[src/rtl/router_pkt_reader.sv]
// router_pkt_reader
//   Destination-side reader for one router output port. Drains the port FIFO
//   one byte every other cycle, reassembles header / payload / parity, checks
//   parity, aborts packets that stop making progress, and presents a byte
//   stream with start/end markers plus per-packet status.
//
// Handshake: read_en is a one-cycle strobe into the port FIFO. It is only
//   raised when vld_out=1 and no read was issued the cycle before, so the
//   registered (one-cycle-late) vld_out is always accurate when it is used.
//   The byte read in cycle k appears on data_out in k+1, is captured at the
//   end of k+1 and shows on pkt_data with pkt_data_valid in k+2. Downstream
//   has no back-pressure on pkt_data_valid; sink_ready only throttles the
//   issue of payload and parity reads.
//
// Ports:
//   clock, resetn           clock, synchronous active-low reset
//   vld_out, data_out       port FIFO not-empty flag and read data
//   sink_ready              downstream can take another byte
//   read_en                 FIFO read strobe
//   pkt_data/_valid         captured byte and its one-cycle valid
//   pkt_sop, pkt_eop        header / parity markers (with pkt_data_valid)
//   pkt_addr, pkt_len       header fields, latched at header capture
//   pkt_done, parity_err    end-of-packet pulse and parity mismatch pulse
//   trunc_err               pulse when a packet is abandoned on timeout
//   busy                    FSM is not IDLE
//   pkt_cnt, err_cnt        completed packets (wraps), errors (saturates)
//   fsm_state               current FSM state (0 IDLE,1 HDR,2 PAY,3 PAR)
module router_pkt_reader #(
  parameter int TIMEOUT = 64
) (
  input  logic        clock,
  input  logic        resetn,
  input  logic        vld_out,
  input  logic [7:0]  data_out,
  input  logic        sink_ready,
  output logic        read_en,
  output logic [7:0]  pkt_data,
  output logic        pkt_data_valid,
  output logic        pkt_sop,
  output logic        pkt_eop,
  output logic [1:0]  pkt_addr,
  output logic [5:0]  pkt_len,
  output logic        pkt_done,
  output logic        parity_err,
  output logic        trunc_err,
  output logic        busy,
  output logic [15:0] pkt_cnt,
  output logic [7:0]  err_cnt,
  output logic [1:0]  fsm_state
);

  typedef enum logic [1:0] {
    S_IDLE = 2'd0,
    S_HDR  = 2'd1,
    S_PAY  = 2'd2,
    S_PAR  = 2'd3
  } state_t;

  localparam logic [7:0] TMO_LAST = 8'(TIMEOUT - 1);

  state_t      state;
  state_t      state_nxt;
  logic        rd_pend;     // a read was issued last cycle; data_out is valid now
  logic [6:0]  remain;      // payload bytes still to capture
  logic [7:0]  acc;         // running XOR of header and payload
  logic [7:0]  tmo_cnt;
  logic        done_pend;   // parity byte captured last cycle
  logic        perr_pend;   // ...and it mismatched
  logic        issue;
  logic        capture;
  logic        abort;
  logic        tmo_count;

  // Next-state and read-issue decision.
  always_comb begin
    state_nxt = state;
    issue     = 1'b0;
    abort     = 1'b0;
    capture   = rd_pend && (state != S_IDLE);
    case (state)
      S_IDLE: begin
        // Header read is not gated by sink_ready.
        if (vld_out && !rd_pend) begin
          issue     = 1'b1;
          state_nxt = S_HDR;
        end
      end
      S_HDR: begin
        if (capture) begin
          state_nxt = (data_out[7:2] == 6'd0) ? S_PAR : S_PAY;
        end
      end
      S_PAY: begin
        if (capture) begin
          if (remain == 7'd1) state_nxt = S_PAR;
        end else if (vld_out && sink_ready && (remain != 7'd0)) begin
          issue = 1'b1;
        end
      end
      S_PAR: begin
        if (capture) begin
          state_nxt = S_IDLE;
        end else if (vld_out && sink_ready) begin
          issue = 1'b1;
        end
      end
      default: state_nxt = S_IDLE;
    endcase

    // A cycle with neither a read issued nor a byte arriving is "no progress".
    // A capture always implies rd_pend, so capture wins over a timeout.
    tmo_count = (state != S_IDLE) && !issue && !rd_pend;
    if (tmo_count && (tmo_cnt == TMO_LAST)) begin
      abort     = 1'b1;
      state_nxt = S_IDLE;
    end
  end

  always_ff @(posedge clock) begin
    if (!resetn) state <= S_IDLE;
    else         state <= state_nxt;
  end

  always_ff @(posedge clock) begin
    if (!resetn) begin
      rd_pend        <= 1'b0;
      remain         <= 7'd0;
      acc            <= 8'd0;
      tmo_cnt        <= 8'd0;
      done_pend      <= 1'b0;
      perr_pend      <= 1'b0;
      pkt_data       <= 8'd0;
      pkt_data_valid <= 1'b0;
      pkt_sop        <= 1'b0;
      pkt_eop        <= 1'b0;
      pkt_addr       <= 2'd0;
      pkt_len        <= 6'd0;
      pkt_done       <= 1'b0;
      parity_err     <= 1'b0;
      trunc_err      <= 1'b0;
      pkt_cnt        <= 16'd0;
      err_cnt        <= 8'd0;
    end else begin
      rd_pend        <= issue;
      pkt_data_valid <= capture;
      pkt_sop        <= capture && (state == S_HDR);
      pkt_eop        <= capture && (state == S_PAR);
      if (capture) pkt_data <= data_out;

      if (state == S_IDLE)
        acc <= 8'd0;
      else if (capture && (state != S_PAR))
        acc <= acc ^ data_out;

      if (capture && (state == S_HDR)) begin
        pkt_addr <= data_out[1:0];
        pkt_len  <= data_out[7:2];
        remain   <= {1'b0, data_out[7:2]};
      end else if (capture && (state == S_PAY)) begin
        remain <= remain - 7'd1;
      end

      // Packet status is reported one cycle after the parity beat.
      done_pend  <= capture && (state == S_PAR);
      perr_pend  <= capture && (state == S_PAR) && (acc != data_out);
      pkt_done   <= done_pend;
      parity_err <= perr_pend;
      trunc_err  <= abort;

      if (done_pend) pkt_cnt <= pkt_cnt + 16'd1;
      if ((perr_pend || abort) && (err_cnt != 8'hFF)) err_cnt <= err_cnt + 8'd1;

      if (tmo_count && !abort) tmo_cnt <= tmo_cnt + 8'd1;
      else                     tmo_cnt <= 8'd0;
    end
  end

  assign read_en   = issue && resetn;
  assign busy      = (state != S_IDLE);
  assign fsm_state = state;

endmodule

[config.mk]
export PLATFORM = sky130hd
export DESIGN_NAME = router_pkt_reader
export DESIGN_NICKNAME = d
export VERILOG_FILES = /design/src/rtl/router_pkt_reader.sv
export SDC_FILE = /design/constraint.sdc
export NUM_CORES = 1
export LEC_CHECK = 0
export ABC_AREA = 1
export CAP_MARGIN = 20
export CORE_ASPECT_RATIO = 1.4
export CORE_MARGIN = 2
export CORE_UTILIZATION = 45
export CTS_CLUSTER_DIAMETER = 60
export DETAILED_ROUTE_END_ITERATION = 6
export PLACE_DENSITY = 0.76
export SKIP_CTS_REPAIR_TIMING = 1
export SYNTH_ARGS = -nofsm -noshare
export SYNTH_HDL_FRONTEND = slang
export SYNTH_SLANG_ARGS = --single-unit
[constraint.sdc]
create_clock -name clock -period 1.5 [get_ports clock]
set_input_delay 0.3 -clock clock [delete_from_list [all_inputs] [get_ports clock]]
set_output_delay 0.3 -clock clock [all_outputs]
set_load 0.01 [all_outputs]
# ---- Yosys cells after proc, flatten, opt, wreduce, memory -nomap -nowiden
# Index checks and enable logic that the tools add are counted.
dict set report word_totals {
  word_cells 82
  output_inout_bits 50
  input_bits 12
  ff_bits 73
}
dict set report op_classes {
  n_reduce_logical 29
  n_eq_ne 13
  mux 16
  n_bitwise 2
  addsub 4
}
# op count
set ops {}
lappend ops {{$add 16x1->16 const B} 1}
lappend ops {{$add 8x1->8 const B} 2}
lappend ops {{$logic_and 1x1->1} 15}
lappend ops {{$mux 6} 2}
lappend ops {{$ne 2x2->1 const B} 6}
lappend ops {{$mux 2} 5}
lappend ops {{$eq 8x6->1 const B} 1}
lappend ops {{$ne 8x8->1} 1}
lappend ops {{$ne 8x8->1 const B} 1}
lappend ops {{$pmux 2 s4} 1}
lappend ops {{$xor 8x8->8} 1}
lappend ops {{$eq 7x1->1 const B} 1}
lappend ops {{$mux 1} 7}
lappend ops {{$reduce_bool 7->1} 1}
lappend ops {{$sub 7x1->7 const B} 1}
lappend ops {{$logic_not 6->1} 1}
lappend ops {{$reduce_or 2->1} 3}
lappend ops {{$reduce_and 5->1} 1}
lappend ops {{$eq 2x2->1 const B} 2}
lappend ops {{$reduce_bool 2->1} 2}
lappend ops {{$logic_not 1->1} 3}
lappend ops {{$pmux 1 s3} 1}
lappend ops {{$eq 2x1->1 const B} 1}
lappend ops {{$logic_not 2->1} 1}
lappend ops {{3 further kinds} 3}

# ---- Logic depth before layout (Yosys ltp)
dict set report depth {
  depth_word 13
  depth_mapped 13
  depth_no_buf 13
}

# ---- Worst setup path after synthesis
# No wires, ideal clock.
dict set report synth_path {
  kind {flip-flop to flip-flop}
  start {reg state[0], in the netlist fsm_state[0]}
  end {reg remain[5]}
  setup_time_ns 0.120
  setup_slack_ns -0.233
  path_buffers 1
  arrival_ns 1.614
  t_required_ns 1.380
  stages_incl_launch_ff 10
  synth_period_minus_slack_ns 1.733
  path_cell_list {dfxtp_1 -> inv_1 -> ha_1 -> nor2_4 -> inv_2 -> nor2_4 -> inv_2 -> clkbuf_1 -> a21oi_1 -> a21oi_1}
}
dict set report synth_between {
  elab_chain_len 4
  elab_cells_between_ends 8
  classes_between {2 x eq/ne; 1 x mux; 5 x reduce/logical}
}
# element line_no
set synth_lines {}
lappend synth_lines {{start, declared} 61} ;# state_t state;
lappend synth_lines {{start signal, assigned} 121} ;# else state <= state_nxt;
lappend synth_lines {{$reduce_bool 2->1} 79} ;# capture = rd_pend && (state != S_IDLE);
lappend synth_lines {{$logic_and 1x1->1} 79}
lappend synth_lines {{$logic_and 1x1->1, on equally long branches} {155, 159}}
lappend synth_lines {{$mux 6 or $reduce_bool 2->1 (tied branches)} -}
lappend synth_lines {{end signal, assigned} 158} ;# remain <= {1'b0, data_out[7:2]};
lappend synth_lines {{end signal, assigned} 160} ;# remain <= remain - 7'd1;
lappend synth_lines {{end, declared} 64} ;# logic [6:0] remain;
# Parallel ways exist; a longest one is shown, timed or not.
# A chain may end at the register's enable or synchronous reset.

# ---- Worst setup path in the final report
dict set report layout_path {
  start {reg remain[4]}
  end {out read_en}
}
dict set report layout_between {
  elab_chain_len 6
}
# element line_no
set layout_lines {}
lappend layout_lines {{$reduce_bool 7->1} 96} ;# end else if (vld_out && sink_ready && (remain != 7'd0)) begin
lappend layout_lines {{$logic_and 1x1->1} 96}
lappend layout_lines {{$mux 1} 96}
lappend layout_lines {{$mux 1} 94} ;# if (capture) begin
lappend layout_lines {{$pmux 1 s3} 80} ;# case (state)
lappend layout_lines {{$logic_and 1x1->1} 178} ;# assign read_en = issue && resetn;
lappend layout_lines {{end, declared} 36} ;# output logic read_en,
# No other way between the ends.

==> impl_metrics.csv <==
group,metric,value,unit
run_status,outcome,"finished with violations",
run_status,violations,"negative setup slack",
synthesis,yosysMostFrequentCell,"dfxtp_1",
layout,multi_input_area,1960,sq um
worst_setup_path,path_buf_inv,2,
worst_hold_path,holdCritStartpoint,"perr_pend",
timing,fin_ws,-0.430,ns
layout,insertedDiodeCount,0,
synthesis,synth_area_leaders,"dfxtp_1 45%, nand2_1 7.5%, a21oi_1 7.4%",
clock_tree,cts.sinks,73,
synthesis,avgSynthCellArea,7.83,sq um
clock_tree,clockBufferDepth,2,
floorplan,coreArea,6980,sq um
layout,area_growth,62.6,%
timing,worstMarginPinSlew,0.393,ns
worst_setup_path,crit_path_end_kind,"output pin",
clock_tree,root_buffer,"clkbuf_8",
timing,clock_skew,0.00689,ns
synthesis,synth_cell_types,35,
worst_setup_path,critPathLaunch,"remain[4]",
clock_tree,cts_buffers,9,
floorplan,die_w,75.8,um
timing,slew_violations,0,
grt,antenna_found_initial,0,
floorplan,pin_count,62,
grt,track_usage,21.7,%
synthesis,synth_area,3250,sq um
placed_design,place_hpwl,5940,um
clock_tree,clk_latency,0.35,ns
grt,gr-total-overflow,0,
timing,max_clock_freq,0.518,GHz
synthesis,ys_seq_area_share,45.0,%
job,maxCapViolations,0,
timing,maxSlewHeadroom,73.8,%
pwr,power,5220,uW
synthesis,synth_top_area_share,45.0,%
detailed_routing,vias,3413,
worst_setup_path,start_kind,"register",
clock_tree,clk_pin_slew,0.08,ns
worst_setup_path,critPathArrivalTime,1.63,ns
layout,layout-drive-gt1-share,35.4,%
grt,grt_max_degree,30,
clock_tree,cts_max_level,3,
detailed_routing,antenna_left,0,
detailed_routing,drc,0,
floorplan,initial_core_util,46.6,%
worst_setup_path,path_cells,"inv_2 > nand2_1 > nor2_1 > nand2_1 > nand2_1 > nand2_2 > a21oi_4 > nor3_2 > buf_2",
timing,final.min_clock_period,1.93,ns
synthesis,async_reset_ff_share,0,%
layout,n_fill_cell,468,
synthesis,synthTopCellsByCount,"73 x dfxtp_1, 65 x nand2_1, 58 x nor2_1, 48 x a21oi_1, 33 x inv_1",
worst_setup_path,cp_slowest_cell,"dfxtp_1",
synthesis,synth_edf_count,0,
synthesis,synthesis.nets,437,
timing,fin_crit_sh,129,%
timing,fin_setup_tns,-5.15,ns
worst_setup_path,reg2reg_from,"remain[4]",
detailed_routing,wirelength,9710,um
timing,hold_viol,0,
placed_design,placed_cells,617,
placed_design,gp_congestion,0.839,
worst_setup_path,path_class,"register to output pin",
placed_design,numPortBuffers,61,
timing,finalSetupViolCount,38,
worst_setup_path,critPathMaxStageDelay,0.35,ns
synthesis,ys.flop_type,"dfxtp_1",
detailed_routing,wl_per_cell,15.0,um
clock_tree,cts_tree,"yes",
synthesis,netlist_instances,415,
placed_design,postPlaceCellArea,4440,sq um
grt,grt_first_pass_wirelength,13500,um
synthesis,yosysWarningCount,0,
layout,nNetsFinal,571,
worst_setup_path,cp_top_family,"simple AND/OR/NAND/NOR gates",
grt,grt_pass1_vias,3137,
layout,regArea,1490,sq um
pwr,power.density,989,nW/um^2
detailed_routing,drt_first_iter_violations,223,
worst_setup_path,crit_path_frequent_cell,"nand2_1",
floorplan,fp.dieH,105,um
synthesis,ys_ff_latch,73,
floorplan,dieArea,7930,sq um
pwr,power_leakage,0.00297,uW
timing,rsz0062_at_grt,"true",
synthesis,synth_area_leader_cell,"dfxtp_1",
detailed_routing,first_pass_iters,5,
layout,final_area,5290,sq um
pwr,peakVddDrop,0.00101,V
layout,fin_cells,649,
worst_hold_path,hp-class,"register to register",
floorplan,rows,36,
worst_setup_path,required,1.20,ns
detailed_routing,via_per_inst,5.26,
worst_setup_path,path_max_fanout,3,
-- worst register-to-register path, stage by stage (launching register included) --
cell,delay [ns]
dfxtp_1,0.35
inv_2,0.08
nand2_1,0.08
nor2_1,0.15
nand2_1,0.08
nand2_1,0.09
nand2_2,0.08
buf_4,0.15
nand3_4,0.10
nand3_4,0.15
nand2_8,0.14
nand2_8,0.09
nand2_2,0.07
a21oi_1,0.06
-- sequential cells by signal (all words and copies together) (netlist names) --
register        cells
acc                 8
pkt_data            8
remain              7
pkt_cnt            16
trunc_err           1
pkt_data_valid      1
pkt_len             6
done_pend           1
err_cnt             8
parity_err          1
rd_pend             1
pkt_sop             1
pkt_done            1
perr_pend           1
pkt_addr            2
fsm_state           2
tmo_cnt             8
-- cell type report --
type	count	area share (%)
clock buffers	9	2.34
clock inverters	7	1.35
inverters	43	3.24
multi-input cells	291	37.0
flip-flops and latches	73	28.2
well taps	95	2.25
repair buffers	131	25.5
-- report_power, final --
group          internal (uW)  switching (uW)  leakage (uW)
clock network            763             763     0.0000912
logic                    760             832       0.00228
registers               2040            66.9      0.000598
-- cells by family after synthesis --
| logic type | synth area share [%] |
|---|---|
| buf+inv | 6.27 |
| compound gates | 13.2 |
| simple gates | 26.1 |
| fa+ha+maj | 3.85 |
| xor+xnor | 5.66 |
| flops | 45.0 |
-- cell usage in the layout (no fill, tap or decap), drive strengths merged, types with 3 or more instances in the layout --
master | synthesis | routed
a22o | 3 | 3
dlymetal6s2s | 0 | 49
nand3 | 21 | 21
nor3 | 12 | 12
clkinv | 2 | 3
xnor2 | 11 | 11
xor2 | 10 | 10
nand4 | 6 | 6
buf | 4 | 70
o21a | 3 | 3
clkinvlp | 0 | 3
clkbuf | 6 | 10
a31oi | 4 | 4
inv | 41 | 43
ha | 10 | 10
o21ai | 21 | 21
dfxtp | 73 | 73
a21oi | 48 | 48
clkdlybuf4s50 | 0 | 11
nand2 | 68 | 70
nor2 | 64 | 64
nor3b | 3 | 3
-- worst paths after layout --
path	endpoint	slack [ns]	cells past startpoint
max	read_en	-0.43	9
min	parity_err	0.44	2
max reg2reg	err_cnt[4]	-0.28	13
min reg2reg	parity_err	0.44	2
-- through the flow --
| stage | hold WS [ns] | setup WS (ns) | util (%) |
|---|---|---|---|
| 4_1_cts | 0.449 | -0.825 | 66.4 |
| 6_report | 0.441 | -0.430 | 75.7 |
| 2_1_floorplan | 0.407 | -0.0202 | - |
| 5_1_grt | 0.443 | -0.557 | 75.7 |
| 3_5_place_dp | 0.442 | -0.585 | 63.6 |
| 3_3_place_gp | 0.430 | -0.594 | 63.6 |
-- per-layer routing --
metal	track usage [%]	vias up	share of wire [%]
met5	0	-	0
met4	12.3	0	4.0
met3	3.57	39	5.0
met2	38.9	130	55
met1	22.6	1607	36
li1	-	1637	-
(Power assumes the default switching activity.)
==> RTL change (same settings) <==
The output `parity_err` loses its register stage (`parity_err` becomes a continuous assignment).
--- a/src/rtl/router_pkt_reader.sv
+++ b/src/rtl/router_pkt_reader.sv
@@ -136,7 +136,6 @@
       pkt_addr       <= 2'd0;
       pkt_len        <= 6'd0;
       pkt_done       <= 1'b0;
-      parity_err     <= 1'b0;
       trunc_err      <= 1'b0;
       pkt_cnt        <= 16'd0;
       err_cnt        <= 8'd0;
@@ -164,7 +163,6 @@
       done_pend  <= capture && (state == S_PAR);
       perr_pend  <= capture && (state == S_PAR) && (acc != data_out);
       pkt_done   <= done_pend;
-      parity_err <= perr_pend;
       trunc_err  <= abort;
 
       if (done_pend) pkt_cnt <= pkt_cnt + 16'd1;
@@ -175,6 +173,8 @@
     end
   end
 
+  assign parity_err = perr_pend;
+
   assign read_en   = issue && resetn;
   assign busy      = (state != S_IDLE);
   assign fsm_state = state;
Behaviour: not the same (a bounded check fails within 10 cycles, from zero or initial values and one cycle with resetn low).
==> RTL change against the original RTL <==
The run still ends with setup timing left. Total power shrank 5.2%. Die area fell by 0.73%. Synthesized area down 0.77%. Final area decreased by 2.3%. Cell count unchanged. Global-route usage decreased by 0.57 points. Setup slack got worse by 0.052 ns. Worst hold slack better by 0.020 ns. Sequential cell count shrank 1. Via count is 1.6% lower. Clock skew down 0.0013 ns. Routed wire length decreased by 0.13%.
==> RTL change: results (changes against the original RTL) <==
Slew HR=71.6% (-2.2 points); multi-input logic area=0.00192 mm^2 (-1.8%); cell count after placement=619 (+0.32%); Commonest cells post-synth=dfxtp_1 (72), nand2_1 (61), nor2_1 (57), a21oi_1 (49), inv_1 (36); clock buf count=14 (+5); reg2reg path depth=15 (+2); R2R setup slack=-0.36 ns (-0.08 ns); routed vias=3357 (-1.6%); vias in the first global route=3016 (-3.9%); failing checks=setup timing; Hold Path Origin=pkt_data[5]$_SDFFE_PN0P_; gr usage total=21.2% (-0.57 points); worst-path fanout max=2 (-1); number of non-clock inverters in the layout=46 (+7.0%); layout cells sized above 1=33.6% (-1.8 points); Pint=3370 uW (-5.4%); mean routed wirelength per cell=14.9 um (-0.13%); Layout clock area frac=2.86% (-0.83 points); Signal buf overhead=25.5% (about the same); fillcell total=495 (+5.8%); top cells by area, synth=dfxtp_1 (45%), a21oi_1 (7.6%), nand2_1 (7.1%), nor2_1 (6.6%), inv_1 (4.2%); fin nets=572 (+0.18%); Leak Pwr=0.00287 uW (-3.3%); Setup violations, final=35 (-7.9%); half-perimeter wire length after placement=5910 um (-0.39%); DR pass1 iterations=4 (-1); Seq/Total Area, Yosys=44.7% (-0.27 points); hold endpoint=pkt_data[5]$_SDFFE_PN0P_; r2r startpoint=remain[1]$_SDFFE_PN0P_; status=complete, but fails checks; Placed Instance Area=0.00439 mm^2 (-1.2%); Post-Place Setup Slack=-0.589 ns (-0.00426 ns); setup TNS=-6.98 ns (-1.83 ns); GP Congestion=0.861 (+2.6%); #FFs+latches synth=72 (-1.4%); fin worst setup slack=-0.482 ns (-0.0519 ns)
[RTL change: cell count changes after synthesis, sizes merged, moves of 2 or more]
cell and change:
inv +3, nand2 -4, nand4 +2, nor2 -2, o21ai +4
[RTL change: logic make-up after synthesis]
group | Yosys count | synth area share (%)
and+or+nand+nor | 175 | 25.8
AOI/OAI and AO/OA | 84 | 13.8
buffers and inverters | 55 | 6.71
adders and majority gates | 10 | 3.88
xor gates and xnor gates | 19 | 5.16
DFF | 72 | 44.7
[RTL change: critical path, cell delays in order, from the launching register on]
cell and delay, ns:
dfxtp_2 0.34, inv_2 0.08, ha_4 0.13, inv_2 0.03
nor2_1 0.09, nand2_1 0.08, nand2_1 0.08, nand2_2 0.07
a32oi_2 0.21, nor3_2 0.07, buf_2 0.14
[RTL change: metal layers]
metal / GRT usage [%] / vias to the layer above / part of all wire [%]
li1: - / 1634 / -
met1: 23.2 / 1605 / 38
met2: 36.5 / 96 / 56
met3: 4.46 / 22 / 3.5
met4: 11.3 / 0 / 3.0
met5: 0 / - / 0
